File: src/rtl/branch_flush_ctrl_pkg.sv
// Shared definitions for the branch/jump redirect and flush controller:
// FSM state encoding, the default flush length and the flush counter width.
package branch_flush_ctrl_pkg;

   typedef enum logic [1:0] {
      IDLE  = 2'd0,
      HOLD  = 2'd1,
      FLUSH = 2'd2
   } state_t;

   // Default number of cycles flush_fd/flush_dx stay high after a redirect.
   localparam int FLUSH_CYCLES_DEF = 2;

   // Width of the flush down-counter; it covers FLUSH_CYCLES up to 7.
   localparam int CNT_FIELD_W = 3;

endpackage

File: src/rtl/branch_taken_eval.sv
// Combinational taken/not-taken decision for the instruction in X.
// Type flags are nominally one-hot; if several are set, their conditions
// are simply ORed together.
module branch_taken_eval
   import branch_flush_ctrl_pkg::*;
(
   input  logic ex_valid,
   input  logic ex_is_jump,
   input  logic ex_is_bex,
   input  logic ex_is_bne,
   input  logic ex_is_blt,
   input  logic ex_neq,
   input  logic ex_lt,
   input  logic ex_rstatus_nz,
   output logic taken
);

   // A bubble never redirects; otherwise any satisfied transfer condition does.
   always_comb begin
      taken = ex_valid & (ex_is_jump
                        | (ex_is_bex & ex_rstatus_nz)
                        | (ex_is_bne & ex_neq)
                        | (ex_is_blt & ex_lt));
   end

endmodule

File: src/rtl/branch_flush_ctrl.sv
// Redirect/flush sequencer for the branch resolution path.
// The pipeline predicts not-taken; a taken transfer in X produces a one-cycle
// registered PC redirect and FLUSH_CYCLES cycles of F/D and D/X flush. If the
// front end is stalled the target is parked in HOLD until the stall clears.
// Optional feature: define BRANCH_STATS_EN to build the taken/flush counters;
// otherwise stat_taken and stat_flush are tied to zero.
module branch_flush_ctrl
   import branch_flush_ctrl_pkg::*;
#(
   parameter int FLUSH_CYCLES = FLUSH_CYCLES_DEF,
   parameter int CNT_W        = 32
)
(
   input  logic             clock,
   input  logic             reset,
   input  logic             ex_valid,
   input  logic             ex_is_jump,
   input  logic             ex_is_bex,
   input  logic             ex_is_bne,
   input  logic             ex_is_blt,
   input  logic             ex_neq,
   input  logic             ex_lt,
   input  logic             ex_rstatus_nz,
   input  logic [31:0]      ex_target,
   input  logic             stall_in,
   output logic             redirect_valid,
   output logic [31:0]      redirect_pc,
   output logic             flush_fd,
   output logic             flush_dx,
   output logic             busy,
   output logic [CNT_W-1:0] stat_taken,
   output logic [CNT_W-1:0] stat_flush
);

   // Counter reload: the first flush cycle is the one entered with this value,
   // and the FSM leaves FLUSH on the unstalled edge that sees zero.
   localparam logic [CNT_FIELD_W-1:0] CNT_INIT = CNT_FIELD_W'(FLUSH_CYCLES - 1);

   state_t                  state;
   state_t                  state_n;
   logic [CNT_FIELD_W-1:0]  cnt;
   logic [CNT_FIELD_W-1:0]  cnt_n;
   logic [31:0]             hold_tgt;
   logic [31:0]             hold_tgt_n;
   logic                    taken;

   logic                    redirect_valid_n;
   logic [31:0]             redirect_pc_n;
   logic                    flush_n;
   logic                    busy_n;

   branch_taken_eval u_taken_eval (
      .ex_valid      (ex_valid),
      .ex_is_jump    (ex_is_jump),
      .ex_is_bex     (ex_is_bex),
      .ex_is_bne     (ex_is_bne),
      .ex_is_blt     (ex_is_blt),
      .ex_neq        (ex_neq),
      .ex_lt         (ex_lt),
      .ex_rstatus_nz (ex_rstatus_nz),
      .taken         (taken)
   );

   // FSM state and flush counter; reset returns to IDLE from anywhere.
   always_ff @(posedge clock) begin
      if (reset) begin
         state <= IDLE;
         cnt   <= '0;
      end else begin
         state <= state_n;
         cnt   <= cnt_n;
      end
   end

   // Parked target while stalled; stale contents are harmless once state is IDLE.
   always_ff @(posedge clock) begin
      hold_tgt <= hold_tgt_n;
   end

   // Next-state logic: X inputs only matter in IDLE, stalls freeze HOLD and FLUSH.
   always_comb begin
      state_n    = state;
      cnt_n      = cnt;
      hold_tgt_n = hold_tgt;
      case (state)
         IDLE: begin
            if (taken) begin
               if (stall_in) begin
                  state_n    = HOLD;
                  hold_tgt_n = ex_target;
               end else begin
                  state_n = FLUSH;
                  cnt_n   = CNT_INIT;
               end
            end
         end
         HOLD: begin
            if (!stall_in) begin
               state_n = FLUSH;
               cnt_n   = CNT_INIT;
            end
         end
         FLUSH: begin
            if (!stall_in) begin
               if (cnt == '0) begin
                  state_n = IDLE;
               end else begin
                  cnt_n = cnt - 1'b1;
               end
            end
         end
         default: begin
            state_n = IDLE;
            cnt_n   = '0;
         end
      endcase
   end

   // Output next-values: redirect only on entry to FLUSH, flush/busy follow the next state.
   always_comb begin
      redirect_valid_n = 1'b0;
      redirect_pc_n    = redirect_pc;
      if ((state == IDLE) && taken && !stall_in) begin
         redirect_valid_n = 1'b1;
         redirect_pc_n    = ex_target;
      end else if ((state == HOLD) && !stall_in) begin
         redirect_valid_n = 1'b1;
         redirect_pc_n    = hold_tgt;
      end
      flush_n = (state_n == FLUSH);
      busy_n  = (state_n != IDLE);
   end

   // Registered outputs so every output changes only on the clock edge.
   always_ff @(posedge clock) begin
      if (reset) begin
         redirect_valid <= 1'b0;
         redirect_pc    <= '0;
         flush_fd       <= 1'b0;
         flush_dx       <= 1'b0;
         busy           <= 1'b0;
      end else begin
         redirect_valid <= redirect_valid_n;
         redirect_pc    <= redirect_pc_n;
         flush_fd       <= flush_n;
         flush_dx       <= flush_n;
         busy           <= busy_n;
      end
   end

`ifdef BRANCH_STATS_EN
   logic [CNT_W-1:0] stat_taken_q;
   logic [CNT_W-1:0] stat_flush_q;

   // Statistics: accepted redirects and cycles spent flushing, wrapping naturally.
   always_ff @(posedge clock) begin
      if (reset) begin
         stat_taken_q <= '0;
         stat_flush_q <= '0;
      end else begin
         if (redirect_valid_n) begin
            stat_taken_q <= stat_taken_q + CNT_W'(1);
         end
         if (flush_fd) begin
            stat_flush_q <= stat_flush_q + CNT_W'(1);
         end
      end
   end

   assign stat_taken = stat_taken_q;
   assign stat_flush = stat_flush_q;
`else
   assign stat_taken = '0;
   assign stat_flush = '0;
`endif

endmodule

File: config.mk
export PLATFORM = sky130hd
export DESIGN_NAME = branch_flush_ctrl
export DESIGN_NICKNAME = d
export VERILOG_FILES = /design/src/rtl/branch_flush_ctrl_pkg.sv /design/src/rtl/branch_taken_eval.sv /design/src/rtl/branch_flush_ctrl.sv
export SDC_FILE = /design/constraint.sdc
export NUM_CORES = 1
export LEC_CHECK = 0
export BUFFER_PORTS_ARGS = -buffer_cell sky130_fd_sc_hd__buf_2
export CAP_MARGIN = 20
export CORE_MARGIN = 2
export CORE_UTILIZATION = 48
export DETAILED_ROUTE_END_ITERATION = 6
export HOLD_SLACK_MARGIN = 0.03
export PLACE_DENSITY = 0.91
export REMOVE_ABC_BUFFERS = 1
export SETUP_SLACK_MARGIN = 0.5
export SYNTH_ARGS = -nofsm -noshare
export SYNTH_HDL_FRONTEND = slang
export SYNTH_SLANG_ARGS = --single-unit
File: constraint.sdc
create_clock -name clock -period 3.44 [get_ports clock]
set_input_delay 0.344 -clock clock [delete_from_list [all_inputs] [get_ports clock]]
set_output_delay 0.344 -clock clock [all_outputs]
set_load 0.005 [all_outputs]
* After elaboration in Yosys (flattened, before gate mapping)
Cells that the tools add are included.
Widths: inputs -> output; s select.
** Operators by class
- $add $sub $neg :: 1
- Equal/unequal tests :: 6
- Muxes and demuxes :: 15
- Bitwise operators :: 7
- Reductions and logical operators :: 10
** Operator list (count)
- $mux 32 :: 2
- $mux 3 :: 4
- $mux 2 :: 5
- $pmux 3 s3 :: 1
- $ne 2x2->1 const B :: 3
- $pmux 2 s3 :: 1
- $reduce_and 3->1 :: 2
- $and 1x1->1 :: 4
- $eq 2x2->1 const B :: 2
- $reduce_bool 2->1 :: 2
- $logic_and 1x1->1 :: 3
- $logic_not 3->1 :: 1
- $or 1x1->1 :: 3
- $sub 3x1->3 const B :: 1
- $eq 2x1->1 const B :: 1
- $logic_not 2->1 :: 1
- $mux 1 :: 2
- $logic_not 1->1 :: 1
** Word-level totals
- Register bits after elaboration :: 72
- Input port bits :: 43
- Output and inout bits :: 100
- Logic and storage cells :: 46

* Longest topological paths before layout
Gate-level depths: netlist of the first run.
- Depth after elaboration :: 8
- Gate-level depth with buffers :: 7

* Hierarchy
Synthesis of the first run repeated with hierarchy kept, for this count alone.
** Unflattened totals
- Cell total of the unflattened synthesis :: 285
- Area total of the unflattened synthesis :: 3508.4 um2
** By module, submodules not included
- branch_flush_ctrl :: instances 1, cells an instance 282, area each 3488.3 um2
- branch_taken_eval :: instances 1, cells an instance 3, area each 20.0 um2

* Worst setup path before layout of the first run
Ideal clock, no wire load.
- Kind :: flip-flop to flip-flop
- Start point :: register state[0]
- End point :: register hold_tgt[0] (enable)
- Setup time :: 0.421 ns
- Data arrival time :: 2.307 ns
- Data required time :: 3.019 ns
- Setup slack :: 0.712 ns
- Cell stages (with the launch flop) :: 6
- Path buffers :: 2
- Clock period less this slack :: 2.728 ns
- Cell sequence :: dfxtp_1 buf_4 inv_1 o2111ai_2 clkbuf_1 nor2_1
** On the way
- Cells in the longest elaborated chain, start to end :: 2
** Ends and longest elaborated chain
- start, declared :: RTL line branch_flush_ctrl.sv:39 : state_t state;
- start signal, assigned :: RTL line branch_flush_ctrl.sv:70 : state <= state_n;
- $logic_not 2->1 :: RTL line branch_flush_ctrl.sv:85 : case (state)
- $reduce_and 3->1 (no line)
- end signal, assigned :: RTL line branch_flush_ctrl.sv:77 : hold_tgt <= hold_tgt_n;
- end, declared :: RTL line branch_flush_ctrl.sv:43 : logic [31:0] hold_tgt;
No other way between the ends.
A chain may end at the register's enable or synchronous reset.

* Worst setup path after layout of the first run
- Start point :: register state[0]
- End point :: register hold_tgt[1] (enable)
The elaborated chain is that of the path after synthesis.

==> impl_metrics.yaml, run 1 <==
global_route:
  top_usage_layer: "met2"
  grt_pass1_vias: 1884
  grt_antenna_before_repair: 0
  grtUsageTotal: 0.147
  use_met2: 0.238
  grtUsageMet3: 0.0464
  grt_util_met1: 0.179
  grt_pass1_wl_um: 8620
  grt_max_degree: 34
  grt-ovfl-total: 0
worst_hold_path:
  holdCritStartpoint: "ex_target[5]"
  min_path_type: "primary input to register"
sta:
  slew_headroom: 0.388
  finalSetupTns_ns: 0
  hold_viol: 0
  tightest_slew_ns: 0.917
  post-route-min-period_ns: 2.32
  fmax_mhz: 431
  finalSetupViolCount: 0
  finalCritPeriodShare: 0.675
  rsz0062_at_grt: "no"
  maxSlewViolCount: 0
  fin_skew_ns: 0.00880
outcome:
  status: "completed"
floorplan:
  core_area_um2: 6760
  design.die.area_um2: 7660
  num_rows: 30
  pin_count: 143
  die_h_um: 87.5
  dieWidth_um: 87.5
  initial_core_util: 0.496
cts:
  postCtsSetupBuffers: 0
  numCtsBuffers: 9
  ctsHoldBuffers: 0
  cts_root_buf: "clkbuf_8"
  cts_sinks: 72
  tritoncts: "yes"
  clock_latency_ns: 0.34
  cts.clk_slew.worst_paths_ns: 0.08
  htreeDepth: 3
  cts_resized: 0
  cts_buffer_depth: 2
synth:
  syn_area_per_cell_um2: 11.6
  yosysTopAreaCell: "edfxtp_1"
  synth_most_common_cell: "buf_4"
  yosys_warnings: 0
  synth_area_leaders: "edfxtp_1 29%, dfxtp_1 24%, buf_4 15%"
  yosys-top-cells-count: "66 x buf_4, 40 x dfxtp_1, 39 x inv_1"
  synth-edff-count: 32
  yosysSeqAreaShare: 0.526
  yosysUniqueCellTypes: 28
  ys_ff_latch: 72
  synth_ff_type: "dfxtp_1"
  netlist_area_um2: 3350
  async_flop_share: 0
  synth_top_area_frac: 0.287
  synthCells: 289
route:
  ant_nets: 0
  first_pass_iters: 4
  viasPerCell: 4.83
  routed_wl_um: 5720
  drc: 0
  drtIter0Drc: 73
  dr_total_vias: 2157
  routedWlPerCell_um: 12.8
setup_path:
  cp.arrival_ns: 2.28
  crit_fanout: 33
  reg2reg_from: "state[0]$_SDFF_PP0_"
  crit_path_start_kind: "register"
  startpoint: "state[0]$_SDFF_PP0_"
  critical_path_class: "register to register"
  cp-end-kind: "register"
  required_ns: 3.40
final_layout:
  fillCellCount: 594
  nets: 407
  fin_util: 0.553
  synthToLayoutAreaGrowth_pct: 11.7
  diodes: 0
  drive_gt1_frac: 0.349
job:
  max_cap_viol_count: 0
pwr:
  ir_drop_mv: 0.277
  powerDensity_nw_per_um2: 531
  leakage_nw: 1.55
placement:
  portBuffers: 78
  globalplace.congestion: 0.762
  dp.final_hpwl_um: 3870
## per-layer routing
metal / vias to the layer above / routed length (um) / share of wire
li1: 1054 / - / -
met1: 996 / 2580 / 0.45
met2: 90 / 2650 / 0.46
met3: 17 / 358 / 0.063
met4: 0 / 129 / 0.023
met5: - / 0 / 0
## cell families after synthesis
kind of cell	synth area share
AOI/OAI and AO/OA	0.227
adders and majority gates	0.00747
and+or+nand+nor	0.0131
DFF	0.526
buffers and inverters	0.225
other	0.00112
## state kept, by name (all words and copies together), names as in the netlist
| name | cells |
|---|---|
| hold_tgt | 32 |
| redirect_pc | 32 |
| cnt | 3 |
| state | 2 |
| busy | 1 |
| flush_dx | 1 |
| redirect_valid | 1 |
## critical path: stages (launching register included)
cell and delay [ns]:
dfxtp_1 0.39, inv_1 0.18, o2111ai_4 0.48, nor2_4 0.86
## stage by stage
stage	std cells	total power [W]	hold WS, ns	cell area [um2]	setup slack [ns]
floorplan	272	0.00113	0.413	2980	0.423
global placement	430	0.00121	0.452	3490	1.04
detailed placement	430	0.00122	0.463	3490	1.01
CTS	446	0.00200	0.178	3720	1.09
global route	447	0.00207	0.177	3740	0.885
finish	447	0.00199	0.193	3740	1.12
## final cells by class
cell class / instances / area [um2] / area share
flip-flops and latches: 72 / 1760 / 0.471
multi-input cells: 161 / 1090 / 0.292
repair buffers: 79 / 405 / 0.108
inverters: 39 / 146 / 0.0392
clock buffers: 10 / 128 / 0.0341
clock inverters: 6 / 108 / 0.0288
well taps: 80 / 100 / 0.0268
## report_power, final
group / internal, W / leakage [nW] / switching (W)
clock network: 0.000479 / 0.116 / 0.000305
registers: 0.000943 / 0.622 / 0.0000189
logic: 0.0000943 / 0.813 / 0.000144
## placed cells by master (no fill, tap or decap)
cell type   Yosys  final
a311oi_1        2      2
a211oi_2        1      1
ha_1            2      2
clkinv_2        0      2
o22ai_2        29     29
buf_2           3     78
nor2_4          0      1
a22oi_1         2      2
o22ai_1        35     35
buf_8           0      1
a211oi_1        3      3
or4_1           2      2
a21o_2          0      1
o211ai_1        1      1
conb_1          1     64
o2111a_1        1      1
nor2_1          2      1
a21oi_1         6      6
nor3_1          1      1
nand3_1         2      2
inv_1          39     39
clkbuf_1        7      1
a21o_1          3      2
or3_2           0      1
o21bai_1        2      2
dfxtp_1        40     40
edfxtp_1       32     32
bufinv_16       0      3
o2111ai_4       0      1
clkbuf_8        0      9
clkinvlp_4      0      1
a22o_1          1      1
## worst paths after layout
path              cells past startpoint  slack [ns]               endpoint
setup reg to reg                      3        1.12  hold_tgt[1]$_DFFE_PP_
hold / removal                        1        0.19  hold_tgt[5]$_DFFE_PP_
setup / recovery                      3        1.12  hold_tgt[1]$_DFFE_PP_
hold reg to reg                       2        0.47    cnt[1]$_SDFFE_PP0P_
(Power assumes the default switching activity.)
==> run 2: changes to the inputs <==
- clock period: 3.44 -> 2.2 ns (I/O delays scaled with it)
==> run 2 against run 1 <==
Net effect: clock power grew 43%; register-to-register slack got worse by 0.61 ns; worst hold slack worse by 0.12 ns; largest power group unchanged; die area did not move; first-iteration DRC count down 44%; combinational power increased by 72%; critical path depth rose by 4; power grew 53%; sequential share of layout area fell by 0.91 points; non-clock buffer count up 5.
==> impl_metrics.yaml, run 2 (synthesis gave the netlist of run 1 again) <==
outcome:
  status: "completed"
final_layout:
  nets: 413
  final_common_cell: "buf_2"
  top_regs: "hold_tgt x32, redirect_pc x32, cnt x3"
  drive_gt1_frac: 0.370
  diodes: 0
  regArea_um2: 1760
  final_cell_mix: "78 x buf_2, 64 x conb_1, 39 x inv_1"
  multi_input_area_um2: 1130
  synthToLayoutAreaGrowth_pct: 14.0
  fillCellCount: 590
cts:
  ctsHoldBuffers: 0
  clock_latency_ns: 0.34
  tritoncts: "yes"
  htreeDepth: 3
  cts.clk_slew.worst_paths_ns: 0.07
  cts_buffer_depth: 2
  cts_sinks: 72
  cts_root_buf: "clkbuf_8"
  numCtsBuffers: 9
floorplan:
  design.die.area_um2: 7660
  dieWidth_um: 87.5
  core_area_um2: 6760
  initial_core_util: 0.496
  die_h_um: 87.5
  pin_count: 143
  num_rows: 30
route:
  routed_wl_um: 6310
  drc: 0
  first_pass_iters: 4
  drtIter0Drc: 41
  ant_nets: 0
  routedWlPerCell_um: 13.9
  viasPerCell: 4.80
  dr_total_vias: 2174
sta:
  maxSlewViolCount: 0
  hold_ws_ns: 0.0733
  finalSetupViolCount: 0
  post-route-min-period_ns: 1.69
  fmax_mhz: 591
  tightest_slew_ns: 0.525
  finalSetupTns_ns: 0
  rsz0062_at_grt: "yes"
  hold_viol: 0
  fin_skew_ns: 0.00442
  slew_headroom: 0.649
  finalCritPeriodShare: 0.769
  fin_ws_ns: 0.508
setup_path:
  crit_path_start_kind: "register"
  critical_path_class: "register to register"
  cp_cell_sequence: "inv_1 -> ha_2 -> ha_4 -> o21bai_4 -> a22oi_2 -> or4_1 -> a21oi_1"
  crit_fanout: 3
  slowest_delay_ns: 0.51
  crit_buf_inv: 1
  cp-end-kind: "register"
  critPathSlowestCell: "or4_1"
  cp.arrival_ns: 1.96
  required_ns: 2.47
  crit_family: "simple AND/OR/NAND/NOR gates"
global_route:
  grt_pass1_vias: 2018
  grt_pass1_wl_um: 9370
  grt_max_degree: 34
  grtUsageTotal: 0.161
  grt_antenna_before_repair: 0
  grt-ovfl-total: 0
job:
  max_cap_viol_count: 0
placement:
  portBuffers: 78
  globalplace.congestion: 0.882
  pre_cts_slack_ns: 0.365
  dp.final_hpwl_um: 4180
pwr:
  ir_drop_mv: 0.540
  leakage_nw: 1.58
  powerDensity_nw_per_um2: 796
  total_power_w: 0.00304
worst_hold_path:
  min_path_type: "primary input to register"
run 2: final timing paths:
| kind | start | endpoint | slack [ns] | cells past startpoint |
|---|---|---|---|---|
| setup reg to reg | cnt[0]$_SDFFE_PP0P_ | cnt[1]$_SDFFE_PP0P_ | 0.51 | 7 |
| hold reg to reg | redirect_pc[18]$_SDFFE_PP0P_ | redirect_pc[18]$_SDFFE_PP0P_ | 0.47 | 2 |
| hold / removal | ex_target[15] | hold_tgt[15]$_DFFE_PP_ | 0.07 | 1 |
| setup / recovery | cnt[0]$_SDFFE_PP0P_ | cnt[1]$_SDFFE_PP0P_ | 0.51 | 7 |
run 2: repair_timing:
action,CTS,global route
buffers inserted,2,0
pin swaps,4,4
setup endpoints to repair,68,31
cloned,1,0
resized for setup,5,7
run 2: area by class of cell:
| type | count | area share |
|---|---|---|
| Clock inverter | 4 | 0.0180 |
| Timing Repair Buffer | 84 | 0.121 |
| Multi-Input combinational cell | 162 | 0.297 |
| Sequential cell | 72 | 0.462 |
| Inverter | 39 | 0.0383 |
| Tap cell | 80 | 0.0262 |
| Clock buffer | 12 | 0.0380 |
run 2: stage by stage:
| step | area, um2 | std cells | utilization |
|---|---|---|---|
| final | 3820 | 453 | 0.565 |
| after global routing | 3820 | 453 | 0.565 |
| after CTS | 3780 | 453 | 0.560 |
| after detailed placement | 3530 | 434 | 0.523 |
| after global placement | 3530 | 434 | 0.523 |
| after floorplan | 2980 | 272 | - |
run 2: routing by layer:
metal,share of wire,wire [um],global-route usage
met1,0.42,2660,0.186
met2,0.51,3210,0.273
met3,0.062,391,0.0578
met4,0.0081,51,0.0643
met5,0,0,0
run 2: power by group:
| part | switching (W) | internal [W] |
|---|---|---|
| logic | 0.000242 | 0.000168 |
| registers | 0.0000306 | 0.00148 |
| clock network | 0.000458 | 0.000665 |
| total | 0.000731 | 0.00231 |
==> run 3: changes to the inputs <==
- ABC_AREA: default -> 1
- CORE_UTILIZATION: 48 -> 50
- PLACE_DENSITY: 0.91 -> 0.92
- clock period: 2.2 -> 1.6 ns (I/O delays scaled with it)
==> run 3 against run 2 <==
Net effect: count of clock-buffer cells in the layout up 2; clock skew up 0.0071 ns; fmax up 14%; synthesized cell count up 72%; critical path depth unchanged; area after synthesis up 15%.
==> impl_metrics.yaml, run 3 <==
pwr:
  leakage_nw: 2.79
  ir_drop_mv: 0.600
  powerDensity_nw_per_um2: 867
  total_power_w: 0.00449
route:
  viasPerCell: 4.32
  ant_nets: 0
  first_pass_iters: 4
  routedWlPerCell_um: 12.6
  routed_wl_um: 9290
  drc: 0
  drtIter0Drc: 177
  dr_total_vias: 3198
floorplan:
  design.die.area_um2: 8440
  die_h_um: 91.9
  pin_count: 143
  num_rows: 32
  core_area_um2: 7610
  initial_core_util: 0.507
  dieWidth_um: 91.9
sta:
  fin_skew_ns: 0.0115
  finalSetupViolCount: 0
  finalCritPeriodShare: 0.927
  rsz0062_at_grt: "yes"
  fmax_mhz: 674
  maxSlewViolCount: 0
  hold_viol: 0
  fin_ws_ns: 0.117
  hold_ws_ns: 0.0727
  finalSetupTns_ns: 0
  post-route-min-period_ns: 1.48
synth:
  yosys_warnings: 0
  synth_simple_gate_area_share: 0.192
  synth_most_common_cell: "nand2_1"
  ys_ff_latch: 72
  synth-edff-count: 32
  synth_compound_area_frac: 0.0840
  yosys-top-cells-count: "171 x nand2_1, 109 x inv_1, 68 x buf_4"
  async_flop_share: 0
  synthCells: 497
  synth_ff_type: "dfxtp_1"
  netlist_area_um2: 3860
  yosysTopAreaCell: "edfxtp_1"
  syn_area_per_cell_um2: 7.76
  yosysSeqAreaShare: 0.457
  synth_top_area_frac: 0.249
  synth_xor_xnor_area_share: 0
  muxShareOfSynthArea: 0
  synth_top_family_by_area: "buffers and inverters"
  synth_area_leaders: "edfxtp_1 25%, dfxtp_1 21%, nand2_1 17%"
  yosysUniqueCellTypes: 23
  synthAdderAreaFrac: 0.00649
global_route:
  grtUsageTotal: 0.201
  grt_pass1_vias: 2902
  grt_pass1_wl_um: 13300
  grt_antenna_before_repair: 0
  grt_max_degree: 33
  grt-ovfl-total: 0
setup_path:
  startpoint: "state[1]$_SDFF_PP0_"
  reg2regPathDepth: 7
  crit_path_start_kind: "register"
  endpoint: "cnt[1]$_SDFFE_PP0P_"
  reg2reg_from: "state[1]$_SDFF_PP0_"
  cp-end-kind: "register"
  crit_fanout: 6
  reg2reg_slack_ns: 0.12
  required_ns: 1.87
  cp.arrival_ns: 1.76
  critical_path_class: "register to register"
  r2r_end: "cnt[1]$_SDFFE_PP0P_"
cts:
  cts_buffer_depth: 2
  tritoncts: "yes"
  clock_latency_ns: 0.36
  cts_sinks: 72
  cts.clk_slew.worst_paths_ns: 0.08
  cts_root_buf: "clkbuf_8"
  htreeDepth: 3
  numCtsBuffers: 9
job:
  max_cap_viol_count: 0
worst_hold_path:
  min_path_type: "primary input to register"
final_layout:
  nets: 678
  fillCellCount: 571
  synthToLayoutAreaGrowth_pct: 34.4
  drive_gt1_frac: 0.328
  top_regs: "hold_tgt x32, redirect_pc x32, cnt x3"
  stdcell_area_um2: 5180
  diodes: 0
  final_cell_mix: "139 x nand2_1, 103 x inv_1, 78 x buf_2"
  final_common_cell: "nand2_1"
placement:
  pre_cts_slack_ns: 0.0133
  globalplace.congestion: 0.719
  dp.final_hpwl_um: 5180
  portBuffers: 78
  placed_cell_area_um2: 4140
outcome:
  status: "completed"
[run 3: layer usage]
metal,track usage,wire [um],up-vias
met1,0.233,3560,1410
li1,-,-,1607
met4,0.101,136,0
met5,0,0,-
met2,0.352,4780,166
met3,0.0394,811,15
[run 3: critical path, stage by stage (launching register included)]
cell and delay, ns:
dfxtp_4 0.37, buf_4 0.13, clkinvlp_4 0.15, o21ai_1 0.25
o21ai_2 0.12, nand2_1 0.16, nand2_1 0.08, a21oi_1 0.15
[run 3: logic make-up after synthesis]
family	Yosys count
buf+inv	191
simple gates	191
flops	72
compound gates	40
fa+ha+maj	2
other cells	1
[run 3: cell type report]
| class | instances | area (um2) | share of cell area |
|---|---|---|---|
| Clock buffer | 14 | 173 | 0.0333 |
| Tap cell | 102 | 128 | 0.0246 |
| Clock inverter | 2 | 12.5 | 0.00241 |
| Timing Repair Buffer | 142 | 1130 | 0.218 |
| Multi-Input combinational cell | 297 | 1550 | 0.298 |
| Sequential cell | 72 | 1770 | 0.342 |
| Inverter | 111 | 425 | 0.0820 |
[run 3: what timing repair did]
item,CTS,global route
endpoints found under the hold margin,32,0
setup buffers,9,7
gates resized for setup,26,59
gates cloned,2,5
pin swaps,8,25
setup endpoints to repair,70,71
hold buffers,32,0
[run 3: metrics by stage]
stage | util | cells
6_report | 0.682 | 740
5_1_grt | 0.682 | 740
4_1_cts | 0.634 | 728
3_5_place_dp | 0.544 | 669
3_3_place_gp | 0.544 | 669
2_1_floorplan | - | 480
[run 3: where the power goes]
part	leakage [nW]	internal, W	switching [W]
Combinational	2.07	0.000458	0.000571
Sequential	0.627	0.00205	0.0000576
Clock	0.0943	0.000690	0.000669
Total	2.79	0.00320	0.00130
[run 3: worst min-delay path by stage]
stage,end,start,cells past startpoint
2_1_floorplan,busy$_SDFF_PP0_,reset,1
3_3_place_gp,hold_tgt[15]$_DFFE_PP_,ex_target[15],1
3_5_place_dp,hold_tgt[15]$_DFFE_PP_,ex_target[15],1
4_1_cts,state[0]$_SDFF_PP0_,reset,2
5_1_grt,state[0]$_SDFF_PP0_,reset,2
6_report,state[0]$_SDFF_PP0_,reset,2
